--- src/rtl/eth_tx_arbiter.sv ---
// eth_tx_arbiter: per-frame arbiter for ARP/ICMP/UDP TX streams onto the MAC TX stream, with a beat watchdog.
// Define TX_ARB_STATS_EN to add per-source frame counters and a truncation counter.
module eth_tx_arbiter #(
    parameter int DATA_WIDTH = 64,
    parameter int KEEP_WIDTH = DATA_WIDTH / 8,
    parameter int PRIO_MODE  = 0,
    parameter int MAX_BEATS  = 190
) (
    input  logic                  tx_axis_aclk,
    input  logic                  tx_axis_areset,
    input  logic [DATA_WIDTH-1:0] arp_tx_axis_tdata,
    input  logic [KEEP_WIDTH-1:0] arp_tx_axis_tkeep,
    input  logic                  arp_tx_axis_tvalid,
    input  logic                  arp_tx_axis_tlast,
    input  logic                  arp_tx_axis_tuser,
    output logic                  arp_tx_axis_tready,
    input  logic [DATA_WIDTH-1:0] icmp_tx_axis_tdata,
    input  logic [KEEP_WIDTH-1:0] icmp_tx_axis_tkeep,
    input  logic                  icmp_tx_axis_tvalid,
    input  logic                  icmp_tx_axis_tlast,
    input  logic                  icmp_tx_axis_tuser,
    output logic                  icmp_tx_axis_tready,
    input  logic [DATA_WIDTH-1:0] udp_tx_axis_tdata,
    input  logic [KEEP_WIDTH-1:0] udp_tx_axis_tkeep,
    input  logic                  udp_tx_axis_tvalid,
    input  logic                  udp_tx_axis_tlast,
    input  logic                  udp_tx_axis_tuser,
    output logic                  udp_tx_axis_tready,
    output logic [DATA_WIDTH-1:0] mac_tx_axis_tdata,
    output logic [KEEP_WIDTH-1:0] mac_tx_axis_tkeep,
    output logic                  mac_tx_axis_tvalid,
    output logic                  mac_tx_axis_tlast,
    output logic                  mac_tx_axis_tuser,
    input  logic                  mac_tx_axis_tready,
    output logic [2:0]            arb_grant,
    output logic                  arb_busy
`ifdef TX_ARB_STATS_EN
    ,
    output logic [31:0]           arp_frame_cnt,
    output logic [31:0]           icmp_frame_cnt,
    output logic [31:0]           udp_frame_cnt,
    output logic [15:0]           trunc_cnt
`endif
);
    typedef enum logic [1:0] {IDLE, SEND, FLUSH} state_t;
    state_t     r_state, w_state_nxt;
    logic [2:0] r_grant, w_grant_nxt, w_req, w_last_v, w_user_v, w_ready;
    logic [2:0] w_rot, w_pick, w_rr, w_win;
    logic [1:0] r_ptr, w_ptr_nxt, w_gidx;
    logic [7:0] r_beat_cnt, w_beat_nxt;
    logic       w_src_valid, w_src_last, w_src_user, w_hs, w_trunc;
    assign w_req    = {udp_tx_axis_tvalid, icmp_tx_axis_tvalid, arp_tx_axis_tvalid};
    assign w_last_v = {udp_tx_axis_tlast, icmp_tx_axis_tlast, arp_tx_axis_tlast};
    assign w_user_v = {udp_tx_axis_tuser, icmp_tx_axis_tuser, arp_tx_axis_tuser};
    assign w_src_valid = |(w_req & r_grant);
    assign w_src_last  = |(w_last_v & r_grant);
    assign w_src_user  = |(w_user_v & r_grant);
    assign w_gidx = r_grant[2] ? 2'd2 : r_grant[1] ? 2'd1 : 2'd0;
    // Rotate requests so the source after the last grant sits at bit 0, pick lowest, rotate back.
    assign w_rot  = (r_ptr == 2'd0) ? {w_req[0], w_req[2:1]} : (r_ptr == 2'd1) ? {w_req[1:0], w_req[2]} : w_req;
    assign w_pick = w_rot & (~w_rot + 3'd1);
    assign w_rr   = (r_ptr == 2'd0) ? {w_pick[1:0], w_pick[2]} : (r_ptr == 2'd1) ? {w_pick[0], w_pick[2:1]} : w_pick;
    assign w_win  = (PRIO_MODE == 1) ? (w_req & (~w_req + 3'd1)) : w_rr;
    assign mac_tx_axis_tdata  = r_grant[0] ? arp_tx_axis_tdata : r_grant[1] ? icmp_tx_axis_tdata : udp_tx_axis_tdata;
    assign mac_tx_axis_tkeep  = r_grant[0] ? arp_tx_axis_tkeep : r_grant[1] ? icmp_tx_axis_tkeep : udp_tx_axis_tkeep;
    assign w_trunc            = (r_beat_cnt == 8'(MAX_BEATS - 1)) && !w_src_last;
    assign mac_tx_axis_tvalid = (r_state == SEND) && w_src_valid;
    assign mac_tx_axis_tlast  = w_src_last | w_trunc;
    assign mac_tx_axis_tuser  = w_src_user | w_trunc;
    assign w_hs = mac_tx_axis_tvalid && mac_tx_axis_tready;
    assign w_ready = (r_state == SEND) ? (r_grant & {3{mac_tx_axis_tready}}) : (r_state == FLUSH) ? r_grant : 3'b000;
    assign {udp_tx_axis_tready, icmp_tx_axis_tready, arp_tx_axis_tready} = w_ready;
    assign arb_grant = r_grant;
    assign arb_busy  = r_state != IDLE;
    always_comb begin
        w_state_nxt = r_state;
        w_grant_nxt = r_grant;
        w_ptr_nxt   = r_ptr;
        w_beat_nxt  = r_beat_cnt;
        case (r_state)
            IDLE: if (|w_req) begin
                w_grant_nxt = w_win;
                w_state_nxt = SEND;
            end
            SEND: if (w_hs) begin
                if (w_src_last) begin
                    w_state_nxt = IDLE;
                    w_grant_nxt = 3'b000;
                    w_ptr_nxt   = w_gidx;
                    w_beat_nxt  = 8'd0;
                end else begin
                    w_beat_nxt  = r_beat_cnt + 8'd1;
                    w_state_nxt = w_trunc ? FLUSH : SEND;
                end
            end
            FLUSH: if (w_src_valid && w_src_last) begin
                w_state_nxt = IDLE;
                w_grant_nxt = 3'b000;
                w_ptr_nxt   = w_gidx;
                w_beat_nxt  = 8'd0;
            end
            default: w_state_nxt = IDLE;
        endcase
    end
    always_ff @(posedge tx_axis_aclk) begin
        if (tx_axis_areset) begin
            r_state    <= IDLE;
            r_grant    <= 3'b000;
            r_ptr      <= 2'd2;
            r_beat_cnt <= 8'd0;
        end else begin
            r_state    <= w_state_nxt;
            r_grant    <= w_grant_nxt;
            r_ptr      <= w_ptr_nxt;
            r_beat_cnt <= w_beat_nxt;
        end
    end
`ifdef TX_ARB_STATS_EN
    always_ff @(posedge tx_axis_aclk) begin
        if (tx_axis_areset) begin
            arp_frame_cnt  <= 32'd0;
            icmp_frame_cnt <= 32'd0;
            udp_frame_cnt  <= 32'd0;
            trunc_cnt      <= 16'd0;
        end else begin
            if (w_hs && mac_tx_axis_tlast && r_grant[0]) arp_frame_cnt <= arp_frame_cnt + 32'd1;
            if (w_hs && mac_tx_axis_tlast && r_grant[1]) icmp_frame_cnt <= icmp_frame_cnt + 32'd1;
            if (w_hs && mac_tx_axis_tlast && r_grant[2]) udp_frame_cnt <= udp_frame_cnt + 32'd1;
            if (w_hs && w_trunc) trunc_cnt <= trunc_cnt + 16'd1;
        end
    end
`endif
endmodule
--- config.mk ---
export PLATFORM = sky130hd
export DESIGN_NAME = eth_tx_arbiter
export DESIGN_NICKNAME = d
export VERILOG_FILES = /design/src/rtl/eth_tx_arbiter.sv
export SDC_FILE = /design/constraint.sdc
export NUM_CORES = 1
export LEC_CHECK = 0
export CORE_AREA = 2 2 120 122
export CTS_BUF_LIST = sky130_fd_sc_hd__clkbuf_16
export DETAILED_ROUTE_END_ITERATION = 7
export DIE_AREA = 0 0 122 124
export GPL_TIMING_DRIVEN = 0
export SETUP_SLACK_MARGIN = 0.4
export SLEW_MARGIN = 40
export SYNTH_ARGS = -nofsm -noshare
export SYNTH_HDL_FRONTEND = slang
export SYNTH_SLANG_ARGS = --single-unit
--- constraint.sdc ---
create_clock -name tx_axis_aclk -period 1.75 [get_ports tx_axis_aclk]
set_input_delay 0.4375 -clock tx_axis_aclk [delete_from_list [all_inputs] [get_ports tx_axis_aclk]]
set_output_delay 0.4375 -clock tx_axis_aclk [all_outputs]
set_load 0.02 [all_outputs]
# After elaboration in Yosys (flattened, before gate mapping)
# Index checks and enable logic that the tools add are counted.
dict set report op_classes {
  n_reduce_logical 18
  n_addsub 2
  n_eq_ne 8
  bitwise_logic 8
  n_mux 31
}
# cell count
set op_table {}
lappend op_table {{$mux 64} 2}
lappend op_table {{$mux 8} 5}
lappend op_table {{$mux 3} 10}
lappend op_table {{$mux 2} 9}
lappend op_table {{$pmux 8 s2} 1}
lappend op_table {{$and 3x3->3} 5}
lappend op_table {{$reduce_or 3->1} 4}
lappend op_table {{$pmux 3 s3} 1}
lappend op_table {{$add 8x1->8 const B} 1}
lappend op_table {{$eq 8x8->1 const B} 1}
lappend op_table {{$ne 2x2->1 const B} 3}
lappend op_table {{$pmux 2 s3} 1}
lappend op_table {{$reduce_and 3->1} 2}
lappend op_table {{$reduce_and 5->1} 1}
lappend op_table {{$eq 2x1->1 const B} 2}
lappend op_table {{$logic_and 1x1->1} 4}
lappend op_table {{$logic_not 2->1} 2}
lappend op_table {{$pmux 2 s2} 1}
lappend op_table {{$reduce_and 4->1} 1}
lappend op_table {{$reduce_bool 2->1} 2}
lappend op_table {{$add 3x1->3 const B} 1}
lappend op_table {{$not 3->3} 1}
lappend op_table {{$reduce_bool 3->1} 1}
lappend op_table {{$eq 2x2->1 const B} 1}
lappend op_table {{4 further kinds} 5}
dict set report totals {
  regBits 15
  wordCells 71
  output_inout_bits 82
}

# Depth between registers and ports, before layout
dict set report depth {
  word_depth 10
  mapped_depth 9
  ltp_nobuf 7
}

# Worst setup path after synthesis
# Ideal clock, no wire load.
dict set report synth_timing {
  kind {register to output}
  startpoint {reg r_grant[1] (netlist: arb_grant[1])}
  endpoint {out mac_tx_axis_tkeep[0]}
  arrival_time_ns 1.841
  setup_slack_ns -0.528
  stages_incl_launch_ff 6
  cell_sequence {dfxtp_1 -> buf_2 -> buf_2 -> buf_1 -> mux2i_1 -> o21ai_0}
}
dict set report synth_between {
  elab_chain_len 2
}
# item line
set synth_lines {}
lappend synth_lines {{from (decl)} 47} ;# logic [2:0] r_grant, w_grant_nxt, w_req, w_last_v, w_user_v, w_ready;
lappend synth_lines {{from (signal assigned)} 113} ;# r_grant <= w_grant_nxt;
lappend synth_lines {{$mux 8 (2 in series)} 65} ;# assign mac_tx_axis_tkeep = r_grant[0] ? arp_tx_axis_tkeep : r_grant[1] ? icmp_tx_axis_tkeep : udp_tx_axis_tkee ...
lappend synth_lines {{to (decl)} 30} ;# output logic [KEEP_WIDTH-1:0] mac_tx_axis_tkeep,
# No other way between the ends.

# Worst setup path after layout
dict set report layout_timing {
  startpoint {reg r_grant[1] (netlist: arb_grant[1])}
  endpoint {out mac_tx_axis_tdata[56]}
}
dict set report layout_between {
  elab_chain_len 2
}
# item line
set layout_lines {}
lappend layout_lines {{$mux 64 (2 in series)} 64} ;# assign mac_tx_axis_tdata = r_grant[0] ? arp_tx_axis_tdata : r_grant[1] ? icmp_tx_axis_tdata : udp_tx_axis_tdat ...
lappend layout_lines {{to (decl)} 29} ;# output logic [DATA_WIDTH-1:0] mac_tx_axis_tdata,
# No other way between the ends.

==> impl_metrics.yaml <==
run_status:
  status: "finished, violations left"
  failed_checks: "negative setup slack"
placement:
  portBuffers: 308
  hpwlAfterDp_um: 13100
  placed_area_um2: 6150
  place.gp.congestion: 0.766
  pre_cts_ws_ns: -1.07
  placed_cells: 847
finish:
  nets: 950
  drive_gt1_share_pct: 42.2
  diodes: 0
  area_growth_syn_to_layout_pct: 199
  fin_area_um2: 7240
  fin_cells: 895
clocking:
  clockBufferDepth: 2
  path_clk_slew_ns: 0.05
  numCtsBuffers: 3
  cts_root_buf: "clkbuf_16"
  cts.sinks: 15
  clkLatencyLatePin_ns: 0.25
  htreeDepth: 1
  cts_tree: "done"
floorplanning:
  std_cell_rows: 43
  start_util_pct: 17.6
  ios: 310
  die_x_um: 122
  core-area_um2: 13700
  dieArea_um2: 15100
  dieHeight_um: 124
sta:
  timing.final.hold_violations: 0
  post-route-min-period_ns: 2.04
  worstMarginPinSlew_ns: 0.473
  slew-limit-headroom_pct: 68.4
  clock.fmax_mhz: 490
  drv_slew: 0
  postLayoutSetupSlackWorst_ns: -0.292
  finalCritPeriodShare_pct: 117
  grt_setup_unrepaired: "yes"
  setup_viol: 91
  skew_ns: 0.00232
detailed_routing:
  drt_iter0_markers: 195
  dr.pass1.iters: 8
  drc: 0
  ant_nets: 0
  drt-wirelength-per-cell_um: 18.4
  vias: 4084
  viasPerCell: 4.56
  wirelength_um: 16400
yosys:
  ys.flop_type: "dfxtp_1"
  synth.distinct_cells: 41
  synth_nets: 593
  yosysSeqAreaShare_pct: 12.4
  netlist_instances: 359
  async_flop_share_pct: 0
  synth_edf_count: 0
  synth-seq-cells: 15
  synth_warnings: 0
  syn_area_per_cell_um2: 6.74
  netlist_area_um2: 2420
worst_setup_path:
  worstPathMaxFanout: 8
  crit_required_ns: 1.31
  path_delay_family: "buffers and inverters"
  reg2reg_from: "arb_grant[1]$_SDFFE_PP0P_"
  reg2regPathDepth: 8
  cp_slowest_cell: "dfxtp_4"
  r2r_slack_ns: -0.10
  crit_type: "flip-flop to primary output"
  start_kind: "flip-flop"
  worstPathArrival_ns: 1.60
  r2r_end: "r_state[1]$_SDFFE_PP0P_"
  worst-path-buf-inv: 5
  cp_cell_sequence: "buf_8 -> buf_12 -> buf_4 -> clkbuf_16 -> mux2i_2 -> o21ai_2 -> buf_2"
  crit_path_end_kind: "primary output"
  cpPeakStageDelay_ns: 0.34
pwr:
  peakVddDrop_uv: 580
  cellPowerDensity_nw_per_um2: 727
  p_leak_nw: 2.73
worst_hold_path:
  hold_path_depth: 2
  worstHoldPathType: "flip-flop to flip-flop"
  min_to: "r_beat_cnt[7]$_SDFFE_PP0P_"
  hp-start: "r_beat_cnt[7]$_SDFFE_PP0P_"
grt:
  grt_pass1_vias: 4092
  grt_pass1_wl_um: 23200
  grt_use_total_pct: 19.6
  antenna_found_initial: 0
  grt_max_degree: 11
  grt-ovfl-total: 0
flow_run:
  cap_violations: 0
-- cell families (layout without fill, tap and decap cells) --
kind of cell             Yosys count  in the layout  share of synthesized area, %
XOR/XNOR                           2              2                         0.724
AND/OR/NAND/NOR                  118            118                          21.7
AO/OA/AOI/OAI                    107            107                          24.7
adder cells (fa/ha/maj)            6              6                          3.10
buffers and inverters             37            393                          6.77
multiplexers                      74             74                          30.6
flip-flops                        15             15                          12.4
-- layer usage --
metal / share of wire, % / track usage, %
met1: 38 / 23.0
met2: 55 / 37.6
met3: 6.4 / 3.43
met4: 1.0 / 2.95
met5: 0 / 0
-- layout make-up --
class,instances,area (µm²)
Sequential cell,15,313
Inverter,7,31.3
Fill cell,1280,6480
Timing Repair Buffer,352,3550
Tap cell,180,225
Clock buffer,3,75.1
Clock inverter,1,5.00
Buffer,30,378
Multi-Input combinational cell,307,2660
-- Yosys cell counts (all sizes together), types with 2 or more instances --
master	n	area, µm²
o21ai	83	427
nand2	80	300
mux2i	74	741
clkbuf	17	63.8
dfxtp	15	300
buf	13	73.8
a21oi	12	60.1
nor2	10	40.0
inv	7	26.3
ha	6	75.1
nor2b	5	31.3
or3	5	31.3
nand3	4	20.0
a222oi	3	30.0
a211oi	2	20.0
a31o	2	17.5
nand2b	2	12.5
nor3	2	10.0
o211ai	2	20.0
or4b	2	20.0
-- cell usage in the layout (no fill, tap or decap), types with 6 or more instances in the layout --
| master | n |
|---|---|
| a21oi_1 | 8 |
| buf_12 | 12 |
| buf_2 | 10 |
| buf_4 | 39 |
| buf_6 | 49 |
| clkbuf_16 | 8 |
| clkbuf_4 | 6 |
| clkdlybuf4s15_2 | 12 |
| clkdlybuf4s50_1 | 219 |
| dfxtp_1 | 11 |
| dlygate4sd2_1 | 21 |
| mux2i_1 | 25 |
| mux2i_2 | 41 |
| mux2i_4 | 8 |
| nand2_1 | 80 |
| nor2_1 | 8 |
| o21ai_2 | 74 |
-- through the flow --
step                hold WS (ns)  power (W)  TNS, ns  utilization (%)
floorplan                  0.454    0.00236  -0.0366                -
global route               0.516    0.00554   -22.89             52.7
detailed placement         0.496    0.00403   -60.54             44.8
finish                     0.482    0.00526   -17.95             52.7
CTS                        0.490    0.00495   -16.26             49.9
global placement           0.465    0.00401   -60.62             44.8
-- what timing repair did --
item                                    CTS  global route
hold buffers                              0             0
resized for setup                       426            65
buffers inserted                         25            15
endpoints found under the setup margin   97            96
pin swaps                                21             9
cloned                                    2             2
-- registers in the layout, summed over array words and instances, names as in the netlist --
name,count
arb_grant,3
r_beat_cnt,8
r_ptr,2
r_state,2
-- how the worst max path moves through the flow --
stage | from | endpoint | slack [ns] | depth (start not counted)
after floorplan | arb_grant[1]$_SDFFE_PP0P_ | r_state[1]$_SDFFE_PP0P_ | -0.02 | 6
after global placement | icmp_tx_axis_tvalid | mac_tx_axis_tvalid | -1.11 | 4
after detailed placement | icmp_tx_axis_tvalid | mac_tx_axis_tvalid | -1.07 | 4
after CTS | arb_grant[1]$_SDFFE_PP0P_ | mac_tx_axis_tuser | -0.31 | 6
after global routing | arb_grant[1]$_SDFFE_PP0P_ | mac_tx_axis_tuser | -0.38 | 6
final | arb_grant[1]$_SDFFE_PP0P_ | mac_tx_axis_tdata[56] | -0.29 | 7
-- power by group --
| part | switching (W) | internal [W] | total [W] |
|---|---|---|---|
| Clock | 0.000151 | 0.000306 | 0.000456 |
| Combinational | 0.00205 | 0.00231 | 0.00436 |
| Sequential | 0.0000535 | 0.000390 | 0.000443 |
-- worst min-delay path, cell delays in order, from the launching register on --
cell and delay (ns):
dfxtp_1 0.33, o21ai_2 0.07, a21oi_2 0.04
Power figures use the tool's default switching activity.
